File: src/rtl/spi_rom_read_ctrl_if.sv
// -----------------------------------------------------------------------------
// spi_rom_read_ctrl_if
// Bundles the request/response handshake seen by the fetch logic together with
// the byte-level link to the SPI ROM engine and its chip select.
//   slave  : view taken by spi_rom_read_ctrl
//   master : view taken by the requester / engine side (testbench)
// Signals:
//   req_valid/req_ready/req_addr[23:0]/req_len[7:0] : read request
//   rd_valid/rd_data[7:0]/rd_last                   : returned ROM bytes
//   busy                                            : transaction in progress
//   cs_n                                            : ROM chip select, active-low
//   spi_tx_data[7:0]/spi_tx_valid/spi_tx_ready      : byte offered to engine
//   spi_rx_valid/spi_rx_data[7:0]                   : byte completed by engine
// -----------------------------------------------------------------------------
interface spi_rom_read_ctrl_if;
  logic        req_valid;
  logic        req_ready;
  logic [23:0] req_addr;
  logic [7:0]  req_len;
  logic        rd_valid;
  logic [7:0]  rd_data;
  logic        rd_last;
  logic        busy;
  logic        cs_n;
  logic [7:0]  spi_tx_data;
  logic        spi_tx_valid;
  logic        spi_tx_ready;
  logic        spi_rx_valid;
  logic [7:0]  spi_rx_data;

  modport slave (
    input  req_valid, req_addr, req_len, spi_tx_ready, spi_rx_valid, spi_rx_data,
    output req_ready, rd_valid, rd_data, rd_last, busy, cs_n, spi_tx_data, spi_tx_valid
  );

  modport master (
    output req_valid, req_addr, req_len, spi_tx_ready, spi_rx_valid, spi_rx_data,
    input  req_ready, rd_valid, rd_data, rd_last, busy, cs_n, spi_tx_data, spi_tx_valid
  );
endinterface

File: src/rtl/spi_rom_read_ctrl.sv
// -----------------------------------------------------------------------------
// spi_rom_read_ctrl
// Turns (address, length) read requests into complete dual-output SPI flash
// reads on top of a byte engine: CS low, opcode, 24-bit address, dummy bytes,
// then len+1 data bytes streamed back to the requester, then CS high again.
// Ports:
//   clk  : system clock
//   rst  : asynchronous reset, active-high
//   bus  : spi_rom_read_ctrl_if.slave (request, read data, busy, cs_n, engine link)
// Parameters:
//   CMD_READ    : read opcode (default 8'h3B)
//   DUMMY_BYTES : 0..3 dummy 8'h00 bytes between address and data
//   CS_IDLE_CYC : minimum cycles cs_n stays high between transactions (>=1)
// Optional feature macro: SPI_ROM_CONT_READ_EN
//   When defined, CS is left asserted after a read (OPEN state); a following
//   request that continues at the next sequential address skips straight to
//   the data phase.
// -----------------------------------------------------------------------------
module spi_rom_read_ctrl #(
  parameter logic [7:0] CMD_READ    = 8'h3B,
  parameter int         DUMMY_BYTES = 1,
  parameter int         CS_IDLE_CYC = 2
) (
  input  logic                clk,
  input  logic                rst,
  spi_rom_read_ctrl_if.slave  bus
);

  localparam logic [3:0] IDLE     = 4'd0;
  localparam logic [3:0] CS_SETUP = 4'd1;
  localparam logic [3:0] CMD      = 4'd2;
  localparam logic [3:0] ADDR2    = 4'd3;
  localparam logic [3:0] ADDR1    = 4'd4;
  localparam logic [3:0] ADDR0    = 4'd5;
  localparam logic [3:0] DUMMY    = 4'd6;
  localparam logic [3:0] DATA     = 4'd7;
  localparam logic [3:0] CS_HOLD  = 4'd8;
`ifdef SPI_ROM_CONT_READ_EN
  localparam logic [3:0] OPEN     = 4'd9;
`endif

  localparam logic [1:0] DUMMY_INIT = 2'(DUMMY_BYTES - 1);
  localparam logic [7:0] HOLD_INIT  = 8'(CS_IDLE_CYC - 1);

  logic [3:0]  state_q, state_d;
  logic        cs_n_q, cs_n_d;
  logic        tx_valid_q, tx_valid_d;
  logic [7:0]  tx_data_q, tx_data_d;
  logic        inflight_q, inflight_d;
  logic        rd_valid_q, rd_valid_d;
  logic [7:0]  rd_data_q, rd_data_d;
  logic        rd_last_q, rd_last_d;
  logic        busy_q, busy_d;
  logic [7:0]  cnt_q, cnt_d;
  logic [1:0]  dummy_q, dummy_d;
  logic [7:0]  hold_q, hold_d;
  logic [23:0] addr_q;
`ifdef SPI_ROM_CONT_READ_EN
  logic [7:0]  len_q;
  logic        pend_q, pend_d;
  logic [23:0] nxt_q, nxt_d;
`endif

  logic req_ready_w, accept, tx_fire, rx_ok;

`ifdef SPI_ROM_CONT_READ_EN
  assign req_ready_w = (state_q == IDLE) || (state_q == OPEN);
`else
  assign req_ready_w = (state_q == IDLE);
`endif
  assign accept  = bus.req_valid & req_ready_w;
  assign tx_fire = tx_valid_q & bus.spi_tx_ready;
  // Only a byte that has been handed to the engine can complete; anything else
  // on spi_rx_valid is noise and dropped.
  assign rx_ok   = inflight_q & bus.spi_rx_valid;

  always_comb begin
    state_d    = state_q;
    cs_n_d     = cs_n_q;
    tx_valid_d = tx_valid_q;
    tx_data_d  = tx_data_q;
    inflight_d = inflight_q;
    rd_valid_d = 1'b0;
    rd_data_d  = rd_data_q;
    rd_last_d  = 1'b0;
    busy_d     = busy_q;
    cnt_d      = cnt_q;
    dummy_d    = dummy_q;
    hold_d     = hold_q;
`ifdef SPI_ROM_CONT_READ_EN
    pend_d     = pend_q;
    nxt_d      = nxt_q;
`endif

    if (tx_fire) begin
      tx_valid_d = 1'b0;
      inflight_d = 1'b1;
    end
    if (rx_ok) inflight_d = 1'b0;

    case (state_q)
      IDLE: if (accept) begin
        state_d = CS_SETUP;
        cs_n_d  = 1'b0;
        busy_d  = 1'b1;
        cnt_d   = bus.req_len;
        dummy_d = DUMMY_INIT;
      end
      CS_SETUP: begin
        state_d    = CMD;
        tx_valid_d = 1'b1;
        tx_data_d  = CMD_READ;
      end
      CMD: if (rx_ok) begin
        state_d    = ADDR2;
        tx_valid_d = 1'b1;
        tx_data_d  = addr_q[23:16];
      end
      ADDR2: if (rx_ok) begin
        state_d    = ADDR1;
        tx_valid_d = 1'b1;
        tx_data_d  = addr_q[15:8];
      end
      ADDR1: if (rx_ok) begin
        state_d    = ADDR0;
        tx_valid_d = 1'b1;
        tx_data_d  = addr_q[7:0];
      end
      ADDR0: if (rx_ok) begin
        state_d    = (DUMMY_BYTES == 0) ? DATA : DUMMY;
        tx_valid_d = 1'b1;
        tx_data_d  = 8'h00;
      end
      DUMMY: if (rx_ok) begin
        if (dummy_q == 2'd0) state_d = DATA;
        else                 dummy_d = dummy_q - 2'd1;
        tx_valid_d = 1'b1;
        tx_data_d  = 8'h00;
      end
      DATA: if (rx_ok) begin
        rd_valid_d = 1'b1;
        rd_data_d  = bus.spi_rx_data;
        if (cnt_q == 8'd0) begin
          rd_last_d = 1'b1;
`ifdef SPI_ROM_CONT_READ_EN
          // Keep the device selected so a sequential follow-up can resume.
          state_d = OPEN;
          busy_d  = 1'b0;
          nxt_d   = addr_q + {16'h0000, len_q} + 24'd1;
`else
          state_d = CS_HOLD;
          cs_n_d  = 1'b1;
          hold_d  = HOLD_INIT;
`endif
        end else begin
          cnt_d      = cnt_q - 8'd1;
          tx_valid_d = 1'b1;
          tx_data_d  = 8'h00;
        end
      end
      CS_HOLD: begin
        if (hold_q == 8'd0) begin
`ifdef SPI_ROM_CONT_READ_EN
          if (pend_q) begin
            // A non-sequential request was latched in OPEN; replay it in full.
            state_d = CS_SETUP;
            cs_n_d  = 1'b0;
            pend_d  = 1'b0;
          end else begin
            state_d = IDLE;
            busy_d  = 1'b0;
          end
`else
          state_d = IDLE;
          busy_d  = 1'b0;
`endif
        end else begin
          hold_d = hold_q - 8'd1;
        end
      end
`ifdef SPI_ROM_CONT_READ_EN
      OPEN: if (accept) begin
        busy_d  = 1'b1;
        cnt_d   = bus.req_len;
        dummy_d = DUMMY_INIT;
        if (bus.req_addr == nxt_q) begin
          state_d    = DATA;
          tx_valid_d = 1'b1;
          tx_data_d  = 8'h00;
        end else begin
          state_d = CS_HOLD;
          cs_n_d  = 1'b1;
          hold_d  = HOLD_INIT;
          pend_d  = 1'b1;
        end
      end
`endif
      default: state_d = IDLE;
    endcase
  end

  always_ff @(posedge clk or posedge rst) begin
    if (rst) begin
      state_q    <= IDLE;
      cs_n_q     <= 1'b1;
      tx_valid_q <= 1'b0;
      tx_data_q  <= 8'h00;
      inflight_q <= 1'b0;
      rd_valid_q <= 1'b0;
      rd_data_q  <= 8'h00;
      rd_last_q  <= 1'b0;
      busy_q     <= 1'b0;
      cnt_q      <= 8'h00;
      dummy_q    <= 2'd0;
      hold_q     <= 8'h00;
`ifdef SPI_ROM_CONT_READ_EN
      pend_q     <= 1'b0;
      nxt_q      <= 24'h000000;
`endif
    end else begin
      state_q    <= state_d;
      cs_n_q     <= cs_n_d;
      tx_valid_q <= tx_valid_d;
      tx_data_q  <= tx_data_d;
      inflight_q <= inflight_d;
      rd_valid_q <= rd_valid_d;
      rd_data_q  <= rd_data_d;
      rd_last_q  <= rd_last_d;
      busy_q     <= busy_d;
      cnt_q      <= cnt_d;
      dummy_q    <= dummy_d;
      hold_q     <= hold_d;
`ifdef SPI_ROM_CONT_READ_EN
      pend_q     <= pend_d;
      nxt_q      <= nxt_d;
`endif
    end
  end

  // Request fields are plain data: captured on acceptance, never reset.
  always_ff @(posedge clk) begin
    if (accept) begin
      addr_q <= bus.req_addr;
`ifdef SPI_ROM_CONT_READ_EN
      len_q  <= bus.req_len;
`endif
    end
  end

  assign bus.req_ready    = req_ready_w;
  assign bus.busy         = busy_q;
  assign bus.cs_n         = cs_n_q;
  assign bus.spi_tx_valid = tx_valid_q;
  assign bus.spi_tx_data  = tx_data_q;
  assign bus.rd_valid     = rd_valid_q;
  assign bus.rd_data      = rd_data_q;
  assign bus.rd_last      = rd_last_q;

endmodule

File: src/flat_wrapper.sv
// flat-port wrapper written by rule: the top's interface ports become plain ports
module spi_rom_read_ctrl_flat 
#(
  parameter logic [7:0] CMD_READ    = 8'h3B,
  parameter int         DUMMY_BYTES = 1,
  parameter int         CS_IDLE_CYC = 2
)
  (clk, rst, bus_req_valid, bus_req_addr, bus_req_len, bus_spi_tx_ready, bus_spi_rx_valid, bus_spi_rx_data, bus_req_ready, bus_rd_valid, bus_rd_data, bus_rd_last, bus_busy, bus_cs_n, bus_spi_tx_data, bus_spi_tx_valid);
  spi_rom_read_ctrl_if bus_i ();
  input  logic clk;
  input  logic rst;
  input wire logic [$bits(bus_i.req_valid)-1:0] bus_req_valid;
  input wire logic [$bits(bus_i.req_addr)-1:0] bus_req_addr;
  input wire logic [$bits(bus_i.req_len)-1:0] bus_req_len;
  input wire logic [$bits(bus_i.spi_tx_ready)-1:0] bus_spi_tx_ready;
  input wire logic [$bits(bus_i.spi_rx_valid)-1:0] bus_spi_rx_valid;
  input wire logic [$bits(bus_i.spi_rx_data)-1:0] bus_spi_rx_data;
  output wire logic [$bits(bus_i.req_ready)-1:0] bus_req_ready;
  output wire logic [$bits(bus_i.rd_valid)-1:0] bus_rd_valid;
  output wire logic [$bits(bus_i.rd_data)-1:0] bus_rd_data;
  output wire logic [$bits(bus_i.rd_last)-1:0] bus_rd_last;
  output wire logic [$bits(bus_i.busy)-1:0] bus_busy;
  output wire logic [$bits(bus_i.cs_n)-1:0] bus_cs_n;
  output wire logic [$bits(bus_i.spi_tx_data)-1:0] bus_spi_tx_data;
  output wire logic [$bits(bus_i.spi_tx_valid)-1:0] bus_spi_tx_valid;
  assign bus_i.req_valid = bus_req_valid;
  assign bus_i.req_addr = bus_req_addr;
  assign bus_i.req_len = bus_req_len;
  assign bus_i.spi_tx_ready = bus_spi_tx_ready;
  assign bus_i.spi_rx_valid = bus_spi_rx_valid;
  assign bus_i.spi_rx_data = bus_spi_rx_data;
  assign bus_req_ready = bus_i.req_ready;
  assign bus_rd_valid = bus_i.rd_valid;
  assign bus_rd_data = bus_i.rd_data;
  assign bus_rd_last = bus_i.rd_last;
  assign bus_busy = bus_i.busy;
  assign bus_cs_n = bus_i.cs_n;
  assign bus_spi_tx_data = bus_i.spi_tx_data;
  assign bus_spi_tx_valid = bus_i.spi_tx_valid;
  spi_rom_read_ctrl #(.CMD_READ(CMD_READ), .DUMMY_BYTES(DUMMY_BYTES), .CS_IDLE_CYC(CS_IDLE_CYC)) u_core (.clk(clk), .rst(rst), .bus(bus_i));
endmodule
File: config.mk
export PLATFORM = sky130hd
export DESIGN_NAME = spi_rom_read_ctrl_flat
export DESIGN_NICKNAME = d
export VERILOG_FILES = /design/src/rtl/spi_rom_read_ctrl_if.sv /design/src/rtl/spi_rom_read_ctrl.sv /design/src/flat_wrapper.sv
export SDC_FILE = /design/constraint.sdc
export NUM_CORES = 1
export LEC_CHECK = 0
export CORE_MARGIN = 3
export CORE_UTILIZATION = 50
export CTS_CLUSTER_DIAMETER = 30
export DETAILED_ROUTE_END_ITERATION = 6
export PLACE_DENSITY = 0.91
export SETUP_SLACK_MARGIN = 0.4
export SLEW_MARGIN = 20
export SYNTH_ARGS = -nofsm -noshare
export SYNTH_HDL_FRONTEND = slang
export SYNTH_SLANG_ARGS = --single-unit
File: constraint.sdc
create_clock -name clk -period 3.8 [get_ports clk]
set_input_delay 0.95 -clock clk [delete_from_list [all_inputs] [get_ports clk]]
set_output_delay 0.95 -clock clk [all_outputs]
set_load 0.01 [all_outputs]
==> impl_metrics.ini <==
[die]
start_util = 0.526
die_y_um = 85.6
x_dimension_of_the_die_um = 85.6
fp.coreArea_um2 = 6030
rows = 28
die_area_um2 = 7340
boundaryPins = 67

[yosys]
async_reset_ff_frac = 0.647
number_of_enable_type_register_cells_in_the_synthesized_netlist = 24
post_synth_inst_count = 265
netlist_top_cells_area = sky130_fd_sc_hd__dfrtp_1 34%, sky130_fd_sc_hd__edfxtp_1 23%, sky130_fd_sc_hd__mux2_2 5.7%, sky130_fd_sc_hd__o21ai_0 2.4%, sky130_fd_sc_hd__nand2_1 2.1%
yosys_most_used_dff = sky130_fd_sc_hd__dfrtp_1
mappedNetlistNets = 315
netlist.area_leader.share = 0.339
synth.yosys.seq_area_share = 0.575
synthesis.yosys.warnings = 0
synth_cell_type_count = 56
post-synth-top-area-cell = sky130_fd_sc_hd__dfrtp_1
synth.ff_latch_count = 68
synth.cell_area_um2 = 3170
post_synth.cell_area_avg_um2 = 12.0

[timing]
finalSetupViolCount = 0
ratio_of_final_minimum_period_to_clock_period = 0.780
finalMaxSlewViolations = 0
rsz0062_at_grt = no
hold_violations = 0
max_freq_ghz = 0.337
finalSetupTns_ns = 0
post-route-min-period_ns = 2.96
max-slew-margin-rel = 0.410
whs_ns = 0.485
crit_path_setup_slack_layout_ns = 0.837
max_slew.worst_pin.slew_ns = 0.879
finClkSkew_ns = 0.00780

[detailed_routing]
drt_iter0_drc = 162
num_vias = 2341
routed_wl_um = 6510
drcViolationCount = 0
final_antenna_net_count = 0
firstDrtPassIters = 4
wl_per_cell_um = 15.7
detail_route.vias_per_cell = 5.65

[pwr]
power.static_leakage_nw = 1.61
pwr-share-clk = 0.221
cellPowerDensity_nw_per_um2 = 589
power.switching_fraction = 0.345
cell_internal_pwr_w = 0.00157
sequentialPowerShare = 0.429
share_comb_of_total_power = 0.350
net-switching-power_w = 0.000828
worst_ir_drop_vdd_mv = 0.376
power_w = 0.00240

[critical_path]
worst-path-max-fanout = 18
critical_path.startpoint_type = flip-flop
worst_ep_arrival_time_ns = 2.01
reg2reg_from = u_core.state_q[0]
crit_type = flip-flop to output pin
crit_path_start = u_core.state_q[3]
end_kind = output pin
timing.critical_path.required_ns = 2.85

[layout]
fin_nets = 384
most_frequent_standard_cell_in_the_layout_excluding_fill_and_tap_cells = sky130_fd_sc_hd__clkdlybuf4s50_1
final_cell_count_no_fill = 414
n_antenna_cell = 0
area_growth_pct = 28.5
most-common-layout-cells = 66 x sky130_fd_sc_hd__clkdlybuf4s50_1, 43 x sky130_fd_sc_hd__dfrtp_1, 24 x sky130_fd_sc_hd__edfxtp_1, 18 x sky130_fd_sc_hd__nand2_1, 16 x sky130_fd_sc_hd__mux2_2
drive_gt1_frac = 0.142

[clock_network]
clk_latency_ns = 0.35
cts_resized = 0
cts.repair_timing.setup_buffer_count = 0
clock_h_tree_levels = 3
clk_pin_slew_ns = 0.07
cts-buffers-inserted = 9
holdBufCountCts = 0
cts.root.buffer_cell = sky130_fd_sc_hd__clkbuf_8
clockBufferDepth = 2
cts_sinks = 68
tritoncts = built

[grt]
grt_antenna_before_repair = 0
grt_pass1_wl_um = 11200
groute.usage.overall = 0.195
grt_start_max_net_pins = 26
number_of_global_route_vias_before_repair = 2436
gr-total-overflow = 0

[min_path]
min_from = u_core.dummy_q[1]
hold_path_class = flip-flop to flip-flop

[place]
numPortBuffers = 66
place_inst = 398
dpl_worst_slack_ns = 1.04
gpl.final_weighted_congestion = 0.815
dp.final_hpwl_um = 4730

[job]
drv_cap = 0

[run_status]
run_status = complete, no violations
-- per-stage QoR --
| step | util | area (µm²) |
|---|---|---|
| floorplan | - | 3170 |
| global placement | 0.646 | 3890 |
| detailed placement | 0.646 | 3890 |
| CTS | 0.675 | 4070 |
| global route | 0.676 | 4080 |
| finish | 0.676 | 4080 |
-- final cells by class --
type	count	area (µm²)
Sequential cell	68	1820
Multi-Input combinational cell	173	1240
Clock buffer	10	128
Fill cell	446	1950
Clock inverter	6	50.0
Timing Repair Buffer	71	698
Inverter	11	41.3
Tap cell	75	93.8
-- layer usage --
layer  vias up  part of all wire  GRT usage  wire length, µm
li1       1125                 -          -                -
met1      1134              0.39      0.233             2570
met2        72              0.52      0.332             3390
met3        10             0.070     0.0682              457
met4         0             0.015     0.0604               97
met5         -                 0          0                0
-- power by group through the flow --
stage,registers (W),logic (W),clock network [W]
floorplan,0.00103,0.000543,0
global route,0.00105,0.000929,0.000580
CTS,0.00103,0.000843,0.000539
global placement,0.00103,0.000804,0
finish,0.00103,0.000841,0.000531
detailed placement,0.00104,0.000838,0
-- final timing paths --
check | end | slack, ns | cells after the start
min in group asynchronous | u_core.bus.rd_valid | 0.99 | 2
setup reg to reg | u_core.cnt_q[1] | 1.44 | 4
hold / removal | u_core.dummy_q[1] | 0.49 | 2
setup / recovery | bus_req_ready | 0.84 | 3
max in group asynchronous | u_core.state_q[1] | 2.09 | 3
hold reg to reg | u_core.dummy_q[1] | 0.49 | 2
-- cell families after synthesis --
logic type,share of synthesized area
compound gates,0.145
xor+xnor,0.0138
fa+ha+maj,0.0197
buf+inv,0.0355
flops,0.575
mux,0.0710
simple gates,0.140
-- synthesized netlist by cell type, drive strengths merged, types with 2 or more instances --
cell type   n
nor4        6
nor2b       2
and3        2
o22a        4
xor2        3
nor3        5
nor3b       4
buf         6
nand2b      2
o21ai      15
a211o       2
xnor2       2
a21boi      5
clkbuf      7
nand3       2
nor4b       2
a22oi       3
inv        11
mux2i       3
a21oi      12
o2bb2ai     2
a22o        4
dfrtp      43
edfxtp     24
nand4b      2
a221oi      5
mux2       17
o22ai       3
o211ai      3
and2        3
nor2       18
a31oi       5
a211oi      2
nand2      18
ha          5
-- worst max-delay path: stages, from the launching register on --
cell	delay, ns
sky130_fd_sc_hd__dfrtp_1	0.36
sky130_fd_sc_hd__buf_4	0.19
sky130_fd_sc_hd__nor4_1	0.49
sky130_fd_sc_hd__clkdlybuf4s50_1	0.63
-- registers in the layout (all words and copies together) (netlist names) --
signal and flops:
u_core.addr_q 24, u_core.bus.busy 1, u_core.bus.cs_n 1, u_core.bus.rd_data 8, u_core.bus.rd_last 1, u_core.bus.rd_valid 1, u_core.bus.spi_tx_data 8, u_core.bus.spi_tx_valid 1
u_core.cnt_q 8, u_core.dummy_q 2, u_core.hold_q 8, u_core.inflight_q 1, u_core.state_q 4
Power figures use the tool's default switching activity.
